==> src/rtl/gemv_loader_if.sv <==
// Command, operand-stream and result-stream handshakes of gemv_loader.
// master drives commands/operands and accepts results; slave is the loader.
interface gemv_loader_if #(
  parameter int DW = 16
);
  logic          cmd_valid;
  logic          cmd_ready;
  logic          cmd_load_a;
  logic          in_valid;
  logic          in_ready;
  logic [DW-1:0] in_data;
  logic          res_valid;
  logic          res_ready;
  logic [DW-1:0] res_data;
  logic          res_last;

  modport master (
    output cmd_valid, cmd_load_a,
    output in_valid, in_data,
    output res_ready,
    input  cmd_ready, in_ready,
    input  res_valid, res_data, res_last
  );

  modport slave (
    input  cmd_valid, cmd_load_a,
    input  in_valid, in_data,
    input  res_ready,
    output cmd_ready, in_ready,
    output res_valid, res_data, res_last
  );
endinterface

==> src/rtl/gemv_loader.sv <==
// Operand loader for a GEMV array: streams A and W in, fires the array,
// waits with timeout for its result and drains it element by element.
module gemv_loader #(
  parameter int DW      = 16,
  parameter int SZ      = 3,
  parameter int TIMEOUT = 10
) (
  input  logic          clk,
  input  logic          rst,
  gemv_loader_if.slave  bus,
  output logic [DW-1:0] A_o [SZ*SZ],
  output logic [DW-1:0] W_o [SZ],
  output logic          en_o,
  input  logic          arr_valid_i,
  input  logic [DW-1:0] O_i [SZ],
  output logic          err_o
);
  localparam int N  = SZ * SZ;
  localparam int IW = $clog2(N + 1);
  localparam int AW = (N > 1) ? $clog2(N) : 1;
  localparam int WW = (SZ > 1) ? $clog2(SZ) : 1;
  localparam int TW = $clog2(TIMEOUT + 1);

  localparam logic [IW-1:0] A_LAST = IW'(N - 1);
  localparam logic [IW-1:0] W_LAST = IW'(SZ - 1);
  localparam logic [TW-1:0] T_LAST = TW'(TIMEOUT - 1);

  typedef enum logic [2:0] {
    IDLE,
    LOAD_A,
    LOAD_W,
    FIRE,
    WAIT,
    DRAIN
  } state_t;

  state_t        state;
  logic [IW-1:0] idx;
  logic [TW-1:0] tmr;
  logic          a_loaded;
  logic [DW-1:0] res_buf [SZ];
  logic          cmd_rdy;
  logic          in_rdy;
  logic          res_vld;
  logic          res_lst;

  logic cmd_hs;
  logic in_hs;
  logic res_hs;

  assign cmd_hs = bus.cmd_valid && cmd_rdy;
  assign in_hs  = bus.in_valid && in_rdy;
  assign res_hs = res_vld && bus.res_ready;

  assign bus.cmd_ready = cmd_rdy;
  assign bus.in_ready  = in_rdy;
  assign bus.res_valid = res_vld;
  assign bus.res_last  = res_lst;
  assign bus.res_data  = res_buf[idx[WW-1:0]];

  always_ff @(posedge clk or posedge rst) begin
    if (rst) begin
      state    <= IDLE;
      idx      <= '0;
      tmr      <= '0;
      a_loaded <= 1'b0;
      cmd_rdy  <= 1'b0;
      in_rdy   <= 1'b0;
      res_vld  <= 1'b0;
      res_lst  <= 1'b0;
      en_o     <= 1'b0;
      err_o    <= 1'b0;
      for (int i = 0; i < N; i++)
        A_o[i] <= '0;
      for (int i = 0; i < SZ; i++) begin
        W_o[i]     <= '0;
        res_buf[i] <= '0;
      end
    end else begin
      en_o  <= 1'b0;
      err_o <= 1'b0;
      unique case (state)
        IDLE: begin
          cmd_rdy <= 1'b1;
          if (cmd_hs) begin
            idx <= '0;
            if (bus.cmd_load_a) begin
              state   <= LOAD_A;
              cmd_rdy <= 1'b0;
              in_rdy  <= 1'b1;
            end else if (a_loaded) begin
              state   <= LOAD_W;
              cmd_rdy <= 1'b0;
              in_rdy  <= 1'b1;
            end else begin
              err_o <= 1'b1;
            end
          end
        end
        LOAD_A: begin
          if (in_hs) begin
            A_o[idx[AW-1:0]] <= bus.in_data;
            if (idx == A_LAST) begin
              idx      <= '0;
              a_loaded <= 1'b1;
              state    <= LOAD_W;
            end else begin
              idx <= idx + IW'(1);
            end
          end
        end
        LOAD_W: begin
          if (in_hs) begin
            W_o[idx[WW-1:0]] <= bus.in_data;
            if (idx == W_LAST) begin
              idx    <= '0;
              in_rdy <= 1'b0;
              en_o   <= 1'b1;
              state  <= FIRE;
            end else begin
              idx <= idx + IW'(1);
            end
          end
        end
        FIRE: begin
          tmr   <= '0;
          state <= WAIT;
        end
        WAIT: begin
          // a result in the last allowed cycle still beats the timeout
          if (arr_valid_i) begin
            for (int i = 0; i < SZ; i++)
              res_buf[i] <= O_i[i];
            idx     <= '0;
            res_vld <= 1'b1;
            res_lst <= (SZ == 1);
            state   <= DRAIN;
          end else if (tmr == T_LAST) begin
            tmr     <= '0;
            err_o   <= 1'b1;
            cmd_rdy <= 1'b1;
            state   <= IDLE;
          end else begin
            tmr <= tmr + TW'(1);
          end
        end
        DRAIN: begin
          if (res_hs) begin
            if (idx == W_LAST) begin
              idx     <= '0;
              res_vld <= 1'b0;
              res_lst <= 1'b0;
              cmd_rdy <= 1'b1;
              state   <= IDLE;
            end else begin
              idx     <= idx + IW'(1);
              res_lst <= (idx + IW'(1) == W_LAST);
            end
          end
        end
        default: state <= IDLE;
      endcase
    end
  end
endmodule
==> src/flat_wrapper.sv <==
// flat-port wrapper written by rule: the top's interface ports become plain ports
module gemv_loader_flat 
#(
  parameter int DW      = 16,
  parameter int SZ      = 3,
  parameter int TIMEOUT = 10
)
  (clk, rst, A_o, W_o, en_o, arr_valid_i, O_i, err_o, bus_cmd_valid, bus_cmd_load_a, bus_in_valid, bus_in_data, bus_res_ready, bus_cmd_ready, bus_in_ready, bus_res_valid, bus_res_data, bus_res_last);
  gemv_loader_if #(.DW(DW)) bus_i ();
  input  logic clk;
  input  logic rst;
  output logic [DW-1:0] A_o[SZ*SZ];
  output logic [DW-1:0] W_o[SZ];
  output logic en_o;
  input  logic arr_valid_i;
  input  logic [DW-1:0] O_i[SZ];
  output logic err_o;
  input wire logic [$bits(bus_i.cmd_valid)-1:0] bus_cmd_valid;
  input wire logic [$bits(bus_i.cmd_load_a)-1:0] bus_cmd_load_a;
  input wire logic [$bits(bus_i.in_valid)-1:0] bus_in_valid;
  input wire logic [$bits(bus_i.in_data)-1:0] bus_in_data;
  input wire logic [$bits(bus_i.res_ready)-1:0] bus_res_ready;
  output wire logic [$bits(bus_i.cmd_ready)-1:0] bus_cmd_ready;
  output wire logic [$bits(bus_i.in_ready)-1:0] bus_in_ready;
  output wire logic [$bits(bus_i.res_valid)-1:0] bus_res_valid;
  output wire logic [$bits(bus_i.res_data)-1:0] bus_res_data;
  output wire logic [$bits(bus_i.res_last)-1:0] bus_res_last;
  assign bus_i.cmd_valid = bus_cmd_valid;
  assign bus_i.cmd_load_a = bus_cmd_load_a;
  assign bus_i.in_valid = bus_in_valid;
  assign bus_i.in_data = bus_in_data;
  assign bus_i.res_ready = bus_res_ready;
  assign bus_cmd_ready = bus_i.cmd_ready;
  assign bus_in_ready = bus_i.in_ready;
  assign bus_res_valid = bus_i.res_valid;
  assign bus_res_data = bus_i.res_data;
  assign bus_res_last = bus_i.res_last;
  gemv_loader #(.DW(DW), .SZ(SZ), .TIMEOUT(TIMEOUT)) u_core (.clk(clk), .rst(rst), .bus(bus_i), .A_o(A_o), .W_o(W_o), .en_o(en_o), .arr_valid_i(arr_valid_i), .O_i(O_i), .err_o(err_o));
endmodule
==> config.mk <==
export PLATFORM = sky130hd
export DESIGN_NAME = gemv_loader_flat
export DESIGN_NICKNAME = d
export VERILOG_FILES = /design/src/rtl/gemv_loader_if.sv /design/src/rtl/gemv_loader.sv /design/src/flat_wrapper.sv
export SDC_FILE = /design/constraint.sdc
export NUM_CORES = 1
export LEC_CHECK = 0
export ABC_CLOCK_PERIOD_IN_PS = 8800
export CORE_MARGIN = 2
export CORE_UTILIZATION = 44
export DETAILED_ROUTE_END_ITERATION = 10
export PLACE_DENSITY = 0.77
export SYNTH_ARGS = -nofsm -noshare
export SYNTH_HDL_FRONTEND = slang
export SYNTH_SLANG_ARGS = --single-unit
==> constraint.sdc <==
create_clock -name clk -period 8.8 [get_ports clk]
set_input_delay 1.76 -clock clk [delete_from_list [all_inputs] [get_ports clk]]
set_output_delay 1.76 -clock clk [all_outputs]
set_load 0.05 [all_outputs]
Word level (Yosys, flattened, before mapping)
Index checks and enable logic that the tools add are counted.
{"block": "classes", "mux": 60, "bitwise_logic": 2, "eq_ne": 21, "reduce_logical": 22, "order_cmp": 4, "addsub": 2}
{"cell": "$bwmux W144", "count": 1}
{"cell": "$demux W16 S4", "count": 1}
{"cell": "$mux W16", "count": 4}
{"cell": "$bwmux W48", "count": 1}
{"cell": "$mux W4", "count": 9}
{"cell": "$mux W3", "count": 11}
{"cell": "$bmux W16 S2", "count": 1}
{"cell": "$demux W16 S2", "count": 1}
{"cell": "$mux W1", "count": 23}
{"cell": "$pmux W4 S5", "count": 1}
{"cell": "$pmux W3 S6", "count": 1}
{"cell": "$ne A2 B1 Y1 const B", "count": 8}
{"cell": "$reduce_and A5 Y1", "count": 2}
{"cell": "$reduce_and A9 Y1", "count": 1}
{"cell": "$add A4 B1 Y4 const B", "count": 2}
{"cell": "$eq A4 B2 Y1 const B", "count": 2}
{"cell": "$eq A4 B4 Y1 const B", "count": 2}
{"cell": "$pmux W1 S2", "count": 4}
{"cell": "$pmux W4 S2", "count": 1}
{"cell": "$reduce_and A2 Y1", "count": 4}
{"cell": "$eq A3 B2 Y1 const B", "count": 2}
{"cell": "$eq A3 B3 Y1 const B", "count": 2}
{"cell": "$ne A3 B2 Y1 const B", "count": 2}
{"cell": "$reduce_and A3 Y1", "count": 2}
{"cell": "other kinds (16)", "count": 23}
{"block": "totals", "wordCells": 136, "ff_bits": 258, "out_inout_bits": 214, "input_bits": 71}

Longest topological paths before layout
{"block": "depth", "depth_word": 6, "mapped_depth": 8, "mapped_depth_nobuf": 7}

Worst setup path after synthesis
Ideal clock, no wire load.
{"block": "synth_timing", "path_type": "reg2out", "from": "reg u_core.idx[0]", "to": "out bus_res_data[10]", "stages_incl_launch_ff": 5, "arrival_ns": 2.463, "setup_slack_ns": 4.577, "cell_sequence": "dfrtp_1 > clkbuf_1 > buf_1 > mux2i_1 > o21ai_0"}
{"block": "synth_via", "elab_chain_len": 4}
{"element": "start, declared", "line_no": "gemv_loader.sv:38", "rtl": "logic [IW-1:0] idx;"}
{"element": "start signal, assigned", "line_no": "gemv_loader.sv:108", "rtl": "idx <= idx + IW'(1);"}
{"element": "start signal, assigned", "line_no": "gemv_loader.sv:121", "rtl": "idx <= idx + IW'(1);"}
{"element": "start signal, assigned", "line_no": "gemv_loader.sv:156", "rtl": "idx <= idx + IW'(1);"}
{"element": "$not A2 Y3 (implied by the code)", "line_no": "gemv_loader.sv:59", "rtl": "assign bus.res_data = res_buf[idx[WW-1:0]];"}
{"element": "$bmux W16 S2", "line_no": "gemv_loader.sv:59"}
{"element": "$mux W16 (implied by the code) (2 in a row)", "line_no": "gemv_loader.sv:59"}
{"element": "end, declared", "line_no": "flat_wrapper.sv:26", "rtl": "output wire logic [$bits(bus_i.res_data)-1:0] bus_res_data;"}
No other way between the ends. The select of a mux whose other input is x is not followed.

Worst setup path after layout
{"block": "layout_timing", "from": "reg u_core.idx[1]", "to": "out bus_res_data[11]"}
Same word-level chain as after synthesis.

==> run summary <==
Met1 GRT Util - 0.278
Leakage power - 0.00677 uW
Clk slew on worst S/H paths - 0.06 ns
Final Slew Violations - 0
Most frequent cells in the layout - 284 x clkdlybuf4s50_1, 258 x dfrtp_1, 201 x mux2_2
Pwr dens - 360 nW/um2
Setup violations, final - 0
Cts hold-fix bufs - 0
Sequential share of power - 0.330
Via density - 5.17
Yosys warns - 0
Routing usage on met2 - 0.346
Synthesized flop and latch total - 258
Die height - 160 um
Total CTS buffers - 27
DRT iter0 DRCs - 320
Total congestion overflow - 0
First-pass GRT wire length - 42,600 um
Vias in the first global route - 7,112
Final Hold Viols - 0
Busiest grt layer - met2
# Post-CTS Setup Buffers - 0
Nets@finish - 1,067
RSZ-0062 raised after global routing - no
Setup_tns - 0 ns
Commonest non-fill, non-tap cell in the layout - clkdlybuf4s50_1
Core region area - 23,600 um2
Critical path peak fanout - 21
Longest Clk Path Bufs - 3
CTS Root Cell - clkbuf_16
Final Skew - 0.0126 ns
Critical-path top delay cell - clkdlybuf4s50_1
H-tree depth - 1
Worst-Skew Late Latency - 0.54 ns
Post-synth EDFFs - 0
Post-CTS resize count - 0
HP Class - register to register
Initial Util - 0.451
Met3 usage - 0.0552
DR WL/cell - 20.4 um
Status - complete, no violations
Layout cells sized above 1 - 0.300
Tot GR Track Use - 0.213
Critical Path RT - 7.04 ns
Sw power - 2150 uW
Worst EP arrival - 3.28 ns
Initial antenna violation count - 0
Internal power - 3120 uW
Slew headroom - 0.273
Top_reg_cell synth - dfrtp_1
Endpoint class of the critical path - primary output
Share of flip-flops with an asynchronous set or reset - 1.00
Logic pwr share - 0.441
Number of max-cap violations - 0
Yosys cell types - 43
Fillers - 1,839
Delay-heaviest family, CP - buffers and inverters
WP buf/inv - 2
Antenna-violating nets left - 0
Worst Setup Path Type - register to primary output
Mapped Cells - 720
GP Congestion - 0.826
Ports - 285
WL final - 27,100 um
Largest net degree at the start of global routing - 138
Num rows - 56
Clock sink count - 258
Slew @ Worst Pin - 1.09 ns
Mapped Nets - 797
Clk network pwr share - 0.229
Register area share after synthesis - 0.607
Area grow syn2layout - 37.8%
Fin util - 0.621
Chip width - 160 um
Min Tclk post-route - 5.04 ns
Avg Inst Size Synth - 14.8 um2
TritonCTS clock tree - yes
Diodes inserted - 0
Tcrit/Tclk final - 0.572
Die ar. - 25,400 um2
DPL Wire Length - 18,900 um
Total vias in the final route - 6,866
DRC violations left - 0
CP cell instances - inv_1, nor2_1, nand2_1, o21ai_0, clkdlybuf4s50_1
Switching share of power - 0.408
Input/output buffers - 284
Initial DRT Pass Iterations - 4
Worst setup SP type - register
CP max stage delay - 0.84 ns
Synth Cell Area - 10,600 um2
Fmax achieved - 0.199 GHz
Maximum VDD drop - 0.279 mV
[power by group through the flow]
stage               combinational [uW]  clock [uW]  sequential, uW
finish                            2330        1210            1740
global route                      2430        1280            1790
CTS                               2340        1240            1740
detailed placement                2330           0            1760
global placement                  2310           0            1740
floorplan                          868           0            2430
[cells by family (layout without fill, tap and decap cells)]
kind of cell	Yosys count	in the layout	share of synthesized area
mux	258	258	0.285
fa+ha+maj	6	6	0.00706
simple gates	87	87	0.0439
compound gates	56	56	0.0317
flops	258	258	0.607
xor+xnor	2	2	0.00165
buf+inv	53	343	0.0238
[final timing paths]
| kind | cells past startpoint | start | slack (ns) | endpoint |
|---|---|---|---|---|
| max | 5 | u_core.idx[1] | 3.76 | bus_res_data[11] |
| min | 2 | u_core.bus.res_last | 0.48 | u_core.bus.res_last |
| max reg2reg | 4 | u_core.idx[1] | 5.98 | u_core.A_o[100] |
| min reg2reg | 2 | u_core.bus.res_last | 0.48 | u_core.bus.res_last |
| max in group asynchronous | 4 | rst | 5.67 | u_core.bus.cmd_ready |
| min in group asynchronous | 3 | rst | 1.78 | u_core.A_o[22] |
[registers in the layout, summed over array words and instances, names as in the netlist, 3 cells and up]
register        count
u_core.A_o        144
u_core.W_o         48
u_core.idx          4
u_core.res_buf     48
u_core.state        3
u_core.tmr          4
[layer usage]
| metal | vias up | wire [um] |
|---|---|---|
| met5 | - | 0 |
| met4 | 0 | 1020 |
| met3 | 55 | 1970 |
| met2 | 250 | 12900 |
| met1 | 3465 | 11300 |
| li1 | 3096 | - |
[cells in the mapped netlist (all sizes together) (3+ instances only)]
cell type	n	area, um2
a22o	4	35.0
a31oi	4	25.0
ha	6	75.1
nor2b	5	31.3
nand3	11	60.1
clkbuf	33	124
buf	14	106
dfrtp	258	6460
nor3	5	30.0
a21oi	11	55.1
and3	3	18.8
mux2i	17	170
mux2	241	2860
o21ai	25	125
inv	6	22.5
nand2	40	180
nor2	11	41.3
[metrics by stage]
step                      hold WS [ns]  cell area (um2)  std cells  setup WS (ns)  power, uW
after floorplan                  0.466            10600        720           3.64       3300
after global placement           0.460            13700       1280           4.45       4060
after detailed placement         0.470            13700       1280           4.31       4090
after CTS                        0.484            14700       1329           3.72       5330
after global routing             0.513            14700       1329           3.47       5500
final                            0.480            14700       1329           3.76       5280
[layout make-up]
type	instances	area (um2)	area share
clock buffers	38	787	0.0537
clock inverters	11	173	0.0118
inverters	6	26.3	0.00179
multi-input cells	409	3940	0.268
flip-flops and latches	258	6460	0.440
well taps	319	399	0.0272
repair buffers	288	2890	0.197
[worst register-to-register path, cell delays in order (launching register included)]
cell	delay (ns)
dfrtp_1	0.72
ha_1	0.37
or3b_2	0.54
or2_1	0.62
mux2_2	0.46
Power figures use the tool's default switching activity.
